`src/rtl/mult_div_unit.sv`:
```
// Iterative HI/LO multiply/divide unit: 32-step shift-add MULT and restoring DIV, plus MTHI/MTLO.
// Optional MULT_DIV_UNSIGNED_EN adds MULTU/DIVU (same datapath, sign correction suppressed).
module mult_div_unit #(
    parameter int XLEN = 32
) (
    input  logic            clk,
    input  logic            rst,
    input  logic            start,
    input  logic [5:0]      alu_op,
    input  logic [XLEN-1:0] rs_val,
    input  logic [XLEN-1:0] rt_val,
    output logic            busy,
    output logic            done,
    output logic [XLEN-1:0] hi,
    output logic [XLEN-1:0] lo
);
    localparam int CW = $clog2(XLEN);
    localparam logic [CW-1:0] LAST = CW'(XLEN - 1);

    localparam logic [5:0] OP_MULT = 6'b011000;
    localparam logic [5:0] OP_DIV  = 6'b011010;
    localparam logic [5:0] OP_MTHI = 6'b010001;
    localparam logic [5:0] OP_MTLO = 6'b010011;
`ifdef MULT_DIV_UNSIGNED_EN
    localparam logic [5:0] OP_MULTU = 6'b011001;
    localparam logic [5:0] OP_DIVU  = 6'b011011;
`endif

    typedef enum logic [1:0] {IDLE = 2'd0, CALC = 2'd1, FIX = 2'd2} state_t;

    state_t              state_q;
    logic [2*XLEN-1:0]   acc_q;
    logic [2*XLEN-1:0]   acc_d;
    logic [XLEN-1:0]     a_q;
    logic [XLEN-1:0]     b_q;
    logic [CW-1:0]       count_q;
    logic                is_div_q;
    logic                sgn_quo_q;
    logic                sgn_rem_q;
    logic [XLEN-1:0]     hi_q;
    logic [XLEN-1:0]     lo_q;
    logic                done_q;

    logic                is_mul_s;
    logic                is_div_s;
    logic                signed_s;
    logic [XLEN:0]       mul_sum_s;
    logic [XLEN:0]       div_shift_s;
    logic [XLEN:0]       div_diff_s;
    logic [2*XLEN-1:0]   prod_s;
    logic [XLEN-1:0]     res_hi_s;
    logic [XLEN-1:0]     res_lo_s;

    function automatic logic [XLEN-1:0] cond_neg(input logic [XLEN-1:0] v, input logic n);
        return n ? ({XLEN{1'b0}} - v) : v;
    endfunction

    assign busy = (state_q != IDLE);
    assign done = done_q;
    assign hi   = hi_q;
    assign lo   = lo_q;

    // Decode which funct codes start a MULT/DIV and whether they are signed
    always_comb begin
        is_mul_s = 1'b0;
        is_div_s = 1'b0;
        signed_s = 1'b1;
        case (alu_op)
            OP_MULT: is_mul_s = 1'b1;
            OP_DIV:  is_div_s = 1'b1;
`ifdef MULT_DIV_UNSIGNED_EN
            OP_MULTU: begin
                is_mul_s = 1'b1;
                signed_s = 1'b0;
            end
            OP_DIVU: begin
                is_div_s = 1'b1;
                signed_s = 1'b0;
            end
`endif
            default: begin
                is_mul_s = 1'b0;
                is_div_s = 1'b0;
            end
        endcase
    end

    // One iteration: MULT keeps {upper, multiplier} and shifts right; DIV keeps {remainder, dividend} and shifts left
    always_comb begin
        mul_sum_s   = {1'b0, acc_q[2*XLEN-1:XLEN]} + {1'b0, (acc_q[0] ? a_q : {XLEN{1'b0}})};
        div_shift_s = acc_q[2*XLEN-1:XLEN-1];
        div_diff_s  = div_shift_s - {1'b0, b_q};
        if (is_div_q) begin
            if (!div_diff_s[XLEN]) begin
                acc_d = {div_diff_s[XLEN-1:0], acc_q[XLEN-2:0], 1'b1};
            end else begin
                acc_d = {div_shift_s[XLEN-1:0], acc_q[XLEN-2:0], 1'b0};
            end
        end else begin
            acc_d = {mul_sum_s, acc_q[XLEN-1:1]};
        end
    end

    // Sign correction; divide-by-zero forces an all-ones quotient while the remainder naturally equals rs
    always_comb begin
        prod_s = sgn_quo_q ? ({(2*XLEN){1'b0}} - acc_q) : acc_q;
        if (is_div_q) begin
            res_lo_s = (b_q == {XLEN{1'b0}}) ? {XLEN{1'b1}} : cond_neg(acc_q[XLEN-1:0], sgn_quo_q);
            res_hi_s = cond_neg(acc_q[2*XLEN-1:XLEN], sgn_rem_q);
        end else begin
            res_lo_s = prod_s[XLEN-1:0];
            res_hi_s = prod_s[2*XLEN-1:XLEN];
        end
    end

    // Control FSM with registered HI/LO/done
    always_ff @(posedge clk or posedge rst) begin
        if (rst) begin
            state_q   <= IDLE;
            acc_q     <= {(2*XLEN){1'b0}};
            a_q       <= {XLEN{1'b0}};
            b_q       <= {XLEN{1'b0}};
            count_q   <= {CW{1'b0}};
            is_div_q  <= 1'b0;
            sgn_quo_q <= 1'b0;
            sgn_rem_q <= 1'b0;
            hi_q      <= {XLEN{1'b0}};
            lo_q      <= {XLEN{1'b0}};
            done_q    <= 1'b0;
        end else begin
            case (state_q)
                IDLE: begin
                    done_q <= 1'b0;
                    if (start && (is_mul_s || is_div_s)) begin
                        a_q       <= cond_neg(rs_val, signed_s & rs_val[XLEN-1]);
                        b_q       <= cond_neg(rt_val, signed_s & rt_val[XLEN-1]);
                        acc_q     <= {{XLEN{1'b0}}, (is_div_s ? cond_neg(rs_val, signed_s & rs_val[XLEN-1])
                                                              : cond_neg(rt_val, signed_s & rt_val[XLEN-1]))};
                        sgn_quo_q <= signed_s & (rs_val[XLEN-1] ^ rt_val[XLEN-1]);
                        sgn_rem_q <= signed_s & rs_val[XLEN-1];
                        is_div_q  <= is_div_s;
                        count_q   <= {CW{1'b0}};
                        state_q   <= CALC;
                    end else if (start && (alu_op == OP_MTHI)) begin
                        hi_q <= rs_val;
                    end else if (start && (alu_op == OP_MTLO)) begin
                        lo_q <= rs_val;
                    end
                end
                CALC: begin
                    acc_q   <= acc_d;
                    count_q <= count_q + CW'(1);
                    if (count_q == LAST) begin
                        state_q <= FIX;
                    end
                end
                FIX: begin
                    hi_q    <= res_hi_s;
                    lo_q    <= res_lo_s;
                    done_q  <= 1'b1;
                    state_q <= IDLE;
                end
                default: begin
                    done_q  <= 1'b0;
                    state_q <= IDLE;
                end
            endcase
        end
    end
endmodule

```
`config.mk`:
```
export PLATFORM = sky130hd
export DESIGN_NAME = mult_div_unit
export DESIGN_NICKNAME = d
export VERILOG_FILES = /design/src/rtl/mult_div_unit.sv
export SDC_FILE = /design/constraint.sdc
export NUM_CORES = 1
export LEC_CHECK = 0
export ABC_AREA = 1
export BUFFER_PORTS_ARGS = -buffer_cell sky130_fd_sc_hd__clkbuf_2
export CAP_MARGIN = 20
export CORE_ASPECT_RATIO = 2
export CORE_UTILIZATION = 57
export DETAILED_ROUTE_END_ITERATION = 8
export PLACE_DENSITY = 0.79
export SLEW_MARGIN = 5
export SYNTH_ARGS = -nofsm -noshare
export SYNTH_HDL_FRONTEND = slang
export SYNTH_SLANG_ARGS = --single-unit
```
`constraint.sdc`:
```
create_clock -name clk -period 5.4 [get_ports clk]
set_clock_uncertainty 0.1 [all_clocks]
set_input_delay 0.27 -clock clk [delete_from_list [all_inputs] [get_ports clk]]
set_output_delay 0.27 -clock clk [all_outputs]
set_load 0.02 [all_outputs]
```
==> results of run 1 <==
timing repair:
| item | in CTS |
|---|---|
| hold buffers | 19 |
| hold endpoints to repair | 94 |
| gates resized for setup | 0 |
through the flow:
| stage | hold WS [ps] | setup slack, ps | cells | util (%) |
|---|---|---|---|---|
| after floorplan | 336 | 2400 | 3259 | - |
| after global placement | 259 | 1890 | 3737 | 60.8 |
| after detailed placement | 265 | 1900 | 3737 | 60.8 |
| after CTS | 5.55 | 1850 | 3792 | 63.5 |
metal layers:
metal | global-route usage (%) | GRT overflow
met5 | 1.25 | 0
met4 | 66.2 | 4
met3 | 22.7 | 0
met2 | 85.6 | 3
met1 | 53.0 | 0
logic make-up after synthesis:
| family | Yosys count | synth area share, % |
|---|---|---|
| AO/OA/AOI/OAI | 476 | 13.4 |
| XOR/XNOR | 57 | 2.60 |
| adder cells (fa/ha/maj) | 72 | 4.78 |
| buffers and inverters | 545 | 11.1 |
| flip-flops | 203 | 26.5 |
| AND/OR/NAND/NOR | 1906 | 41.7 |
==> PnR_summary.wiki, run 1 <==
{| class="wikitable"
! Metric !! Value
|-
| Status || aborted with a tool error
|-
| Stage at which the flow ended || 5_1_grt
|-
| Error message || [ERROR GRT-0116] Global routing finished with congestion. Check the congestion regions in the DRC Viewer.
|-
| Effective utilization at floorplan || 58.0%
|-
| Cells after synthesis || 3259
|-
| Post-synthesis register bit count || just over 200
|-
| Horiz. Die Dim || 132 um
|-
| EDFF count, synth || 0
|-
| Residual overflow from global routing || 7
|-
| Commonest cells post-synth || 970 x sky130_fd_sc_hd__nand2_1, 489 x sky130_fd_sc_hd__nor2_1, 425 x sky130_fd_sc_hd__inv_1
|-
| Largest area contributor in the netlist || sky130_fd_sc_hd__dfrtp_1
|-
| Syn Std Cell Area || 0.0192 mm^2
|-
| Number of distinct library cells after synthesis || 47
|-
| Number of sinks driven by the clock tree || approximately 200
|-
| Clock Tree Buf Depth || 3
|-
| Standard cell area after detailed placement || 0.0201 mm^2
|-
| CTS HTree Levels || 1
|-
| Syn Area/Cell || approximately 5.9 um^2
|-
| Ys async rst share || between 90% and 100%
|-
| Count of port buffers added during placement || 138
|-
| Cells taking the most area after synthesis || sky130_fd_sc_hd__dfrtp_1 27%, sky130_fd_sc_hd__nand2_1 19%, sky130_fd_sc_hd__nor2_1 9.6%, sky130_fd_sc_hd__inv_1 8.3%, sky130_fd_sc_hd__nand3_1 7.9%
|-
| Root Buffer || sky130_fd_sc_hd__clkbuf_16
|-
| Number of buffers created by CTS || 20
|-
| Syn_nets || 3404
|-
| Synthesis warning total || 0
|-
| Number of global-route vias before repair || between 20000 and 25000
|-
| Main flop type after synthesis || sky130_fd_sc_hd__dfrtp_1
|-
| Post-detailed-placement half-perimeter wirelength || 68800 um
|-
| Row cnt || 94
|-
| GR Util All Layers || between 50% and 60%
|-
| Die Span Y || 261 um
|-
| Pin count of the biggest net entering global routing || 87
|-
| Last weighted congestion value of the routability-driven placer || around 1.1
|-
| Post CTS Setup Buffer Count || 0
|-
| Share of the yosys chip area belonging to registers || about a quarter
|-
| Most used standard cell by instance count after synthesis || sky130_fd_sc_hd__nand2_1
|-
| Area share of the largest cell type after synthesis || 26.5%
|-
| I/O pin total || 139
|-
| Wire length of the first global-routing pass || 144000 um
|}
==> run 2: changes to the inputs <==
--- a/config.mk
+++ b/config.mk
@@ -8,10 +8,9 @@
 export ABC_AREA = 1
 export BUFFER_PORTS_ARGS = -buffer_cell sky130_fd_sc_hd__clkbuf_2
 export CAP_MARGIN = 20
-export CORE_ASPECT_RATIO = 2
-export CORE_UTILIZATION = 57
+export CORE_UTILIZATION = 40
 export DETAILED_ROUTE_END_ITERATION = 8
-export PLACE_DENSITY = 0.79
+export PLACE_DENSITY_LB_ADDON = 0.15
 export SLEW_MARGIN = 5
 export SYNTH_ARGS = -nofsm -noshare
 export SYNTH_HDL_FRONTEND = slang
==> constraint.sdc (replaced) <==
create_clock -name clk -period 7 [get_ports clk]
set_clock_uncertainty 0.1 [all_clocks]
set_input_delay 0.35 -clock clk [delete_from_list [all_inputs] [get_ports clk]]
set_output_delay 0.35 -clock clk [all_outputs]
set_load 0.02 [all_outputs]
==> run 2 against run 1 <==
The flow now finishes, with violations (DRC). Synthesized cell count is the same. Area after synthesis is the same.
==> PnR_summary.wiki, run 2 <==
{| class="wikitable"
! Metric !! Value
|-
| Status || finished with violations
|-
| Violations in the final reports || DRC
|-
| Root Buffer || sky130_fd_sc_hd__clkbuf_16
|-
| Clock network fraction of total power || approximately a fifth
|-
| Ys async rst share || 100%
|-
| Syn Area/Cell || 5.88 um^2
|-
| Portion of the clock cycle consumed by the worst path in the final layout || between 50% and 60%
|-
| VDD IR max || 0.203 mV
|-
| Number of antenna violations at the first check in global routing || 1
|-
| Lkg Pwr || 11.4 nW
|-
| Fill cell total of the finished layout || 5130
|-
| Sw Share || 52.5%
|-
| I/O pin total || around 140
|-
| Number of pins with negative max-slew slack in the final report || 0
|-
| Horiz. Die Dim || 221 um
|-
| Number of nets in the layout || ~3500
|-
| Detailed router's first-iteration violation count || 2332
|-
| Row cnt || 79
|-
| Effective utilization at floorplan || around 40%
|-
| Count of maximum capacitance violations || 0
|-
| CP startpoint || acc_q[0]$_DFFE_PP0P_
|-
| Number of iterations in the first detailed-routing pass || 8
|-
| Number of global-route vias before repair || between 20000 and 25000
|-
| CTS HTree Levels || 1
|-
| Max Freq || 0.280 GHz
|-
| Commonest cells after routing, fill and taps aside || 970 x sky130_fd_sc_hd__nand2_1, 486 x sky130_fd_sc_hd__nor2_1, 424 x sky130_fd_sc_hd__inv_1
|-
| Routed WL per cell || 21.3 um
|-
| DRC viols || 1
|-
| Total Die Area || roughly 0.049 mm^2
|-
| ANT cells || 0
|-
| Internal Pwr Total || 3.76 mW
|-
| Flip-flop count of the largest register, all copies and words added || 64
|-
| Pin count of the biggest net entering global routing || 87
|-
| Total power || ~7.9 mW
|-
| DRT antenna net count || 0
|-
| Clock latency on the worst-skew pair || 590 ps
|-
| Wire length of the first global-routing pass || 127000 um
|-
| Critical path peak fanout || 33
|-
| Vias post-DR || 21941
|-
| Nature of the critical path startpoint || register
|-
| Kind of capture point of the worst setup path || register
|-
| Register name with the most flops || acc_q
|-
| Kind of path behind the tightest hold check || in2reg
|-
| Total area of sequential cells || roughly 0.0051 mm^2
|-
| Signed area change from the synthesized netlist to the final layout || 11.8%
|-
| Hold WS || 23.7 ps
|-
| Setup repair after global routing missed its margin || no
|-
| Post-route setup TNS || 0 ps
|-
| Crit path capture || acc_q[59]$_DFFE_PP0P_
|-
| Number of distinct library cells after synthesis || 47
|-
| Clock Tree Buf Depth || 3
|-
| Synthesis warning total || 0
|-
| Multi-input gate area in the final layout || ~0.012 mm^2
|-
| Syn Std Cell Area || 0.0192 mm^2
|-
| Commonest cells post-synth || 970 x sky130_fd_sc_hd__nand2_1, 489 x sky130_fd_sc_hd__nor2_1, 425 x sky130_fd_sc_hd__inv_1
|-
| Sequential share of power || 25.7%
|-
| Share of layout cells above drive strength 1 || 8.10%
|-
| Number of buffers created by CTS || 27
|-
| Number of sinks driven by the clock tree || 203
|-
| CTS tree || built
|-
| Area share of the largest cell type after synthesis || 26.5%
|-
| Worst reg-to-reg setup slack || 3430 ps
|-
| Actual slew at the worst max-slew pin || 1050 ps
|-
| Final critical path time including I/O delays and setup || 3570 ps
|-
| Post-synthesis register bit count || 203
|-
| Share of the yosys chip area belonging to registers || 26.5%
|-
| Cells after synthesis || 3259
|-
| Cells taking the most area after synthesis || sky130_fd_sc_hd__dfrtp_1 27%, sky130_fd_sc_hd__nand2_1 19%, sky130_fd_sc_hd__nor2_1 9.6%, sky130_fd_sc_hd__inv_1 8.3%, sky130_fd_sc_hd__nand3_1 7.9%
|-
| Residual overflow from global routing || 0
|-
| Main flop type after synthesis || sky130_fd_sc_hd__dfrtp_1
|-
| Required time of the critical path || 7380 ps
|-
| Last weighted congestion value of the routability-driven placer || between 0.9 and 1
|-
| Critical Setup Path Class || reg2reg
|-
| Switching power summed over all nets || 4.16 mW
|-
| DR vias/cell || 5.52
|-
| Post-detailed-placement half-perimeter wirelength || ~68000 um
|-
| PwrDens || 369 mW/mm^2
|-
| GR Util All Layers || 34.2%
|-
| Final-report setup violation count || 0
|-
| Clock-pin slew on the worst setup and hold paths || approximately 60 ps
|-
| Most used standard cell by instance count after synthesis || sky130_fd_sc_hd__nand2_1
|-
| Data arrival, critical path || 3950 ps
|-
| Syn_nets || 3404
|-
| Depth of the worst register-to-register path || 17
|-
| R2R Path Start || acc_q[0]$_DFFE_PP0P_
|-
| Post CTS Setup Buffer Count || 0
|-
| Most common cell after layout, fill and taps aside || sky130_fd_sc_hd__nand2_1
|-
| Count of port buffers added during placement || 138
|-
| EDFF count, synth || 0
|-
| Hold Fails Final Rpt || 0
|-
| Total Routed Length || roughly 85000 um
|-
| Rel. slew slack || 30.2%
|-
| Combinational Power Share || 54.9%
|-
| Standard cell core area || 0.0470 mm^2
|-
| Die Span Y || 221 um
|-
| Largest area contributor in the netlist || sky130_fd_sc_hd__dfrtp_1
|-
| Reg2reg end || acc_q[59]$_DFFE_PP0P_
|}
[run 2: worst max-delay path: stages (launching register included)]
cell and delay [ps]:
sky130_fd_sc_hd__dfrtp_1 1000, sky130_fd_sc_hd__nand2_1 100, sky130_fd_sc_hd__inv_1 90, sky130_fd_sc_hd__ha_1 170, sky130_fd_sc_hd__inv_1 70, sky130_fd_sc_hd__fa_1 430
sky130_fd_sc_hd__o21ai_0 440, sky130_fd_sc_hd__nand2_1 180, sky130_fd_sc_hd__nand2_1 170, sky130_fd_sc_hd__nand2_1 70, sky130_fd_sc_hd__nand2_1 160, sky130_fd_sc_hd__nand2_1 100
sky130_fd_sc_hd__nand3_1 90, sky130_fd_sc_hd__nand2_1 50, sky130_fd_sc_hd__nor2_1 100, sky130_fd_sc_hd__nor2_1 50, sky130_fd_sc_hd__nand2_1 60, sky130_fd_sc_hd__nand2_1 40
[run 2: power groups by stage]
| stage | logic, mW | clock network [mW] | registers [mW] |
|---|---|---|---|
| 4_1_cts | 4.29 | 1.56 | 2.03 |
| 3_3_place_gp | 4.26 | 0 | 2.04 |
| 2_1_floorplan | 3.05 | 0 | 1.86 |
| 5_1_grt | 4.84 | 1.60 | 2.06 |
| 6_report | 4.35 | 1.54 | 2.03 |
| 3_5_place_dp | 4.26 | 0 | 2.05 |
[run 2: worst min path at each step]
stage                         from             endpoint  slack (ps)  cells past startpoint
2_1_floorplan  a_q[10]$_DFFE_PP0P_  a_q[10]$_DFFE_PP0P_         350                      2
3_3_place_gp                   rst   hi[23]$_DFFE_PP0P_         350                      2
3_5_place_dp                   rst   hi[23]$_DFFE_PP0P_         360                      2
4_1_cts                 rs_val[11]  a_q[11]$_DFFE_PP0P_           2                      4
5_1_grt                 rs_val[24]  a_q[24]$_DFFE_PP0P_          40                      3
6_report                rt_val[27]  b_q[27]$_DFFE_PP0P_          20                      3
[run 2: cell type report]
cell class	count	area share (%)
Tap cell	607	3.54
Inverter	434	7.64
Clock inverter	11	0.864
Timing Repair Buffer	174	4.67
Clock buffer	37	3.65
Multi-Input combinational cell	2511	55.9
Sequential cell	203	23.7
[run 2: stage by stage]
stage	area [um^2]	setup slack (ps)	utilization, %	cells
global placement	20300	3500	43.2	3913
finish	21400	3430	45.7	3977
CTS	21400	3520	45.7	3977
global route	21400	3150	45.7	3977
floorplan	19200	1010	-	3259
detailed placement	20300	3450	43.2	3913
[run 2: timing repair]
item | in CTS | in global routing
hold buffers | 16 | 0
gates resized for setup | 0 | 0
hold endpoints to repair | 81 | 0
[run 2: cells by family (layout without fill, tap and decap cells)]
group | after synthesis | in the layout | synth area share [%]
buffers and inverters | 545 | 656 | 11.1
DFF | 203 | 203 | 26.5
adders and majority gates | 72 | 72 | 4.78
AOI/OAI and AO/OA | 476 | 476 | 13.4
xor gates and xnor gates | 57 | 57 | 2.60
and+or+nand+nor | 1906 | 1906 | 41.7
[run 2: metal layers]
| layer | wire, um | global-route usage [%] |
|---|---|---|
| met3 | 5930 | 4.00 |
| met1 | 37400 | 47.1 |
| met4 | 3140 | 12.0 |
| met5 | 13 | 0 |
| met2 | 38300 | 55.3 |
No activity file was read; power rests on OpenSTA's default activity.
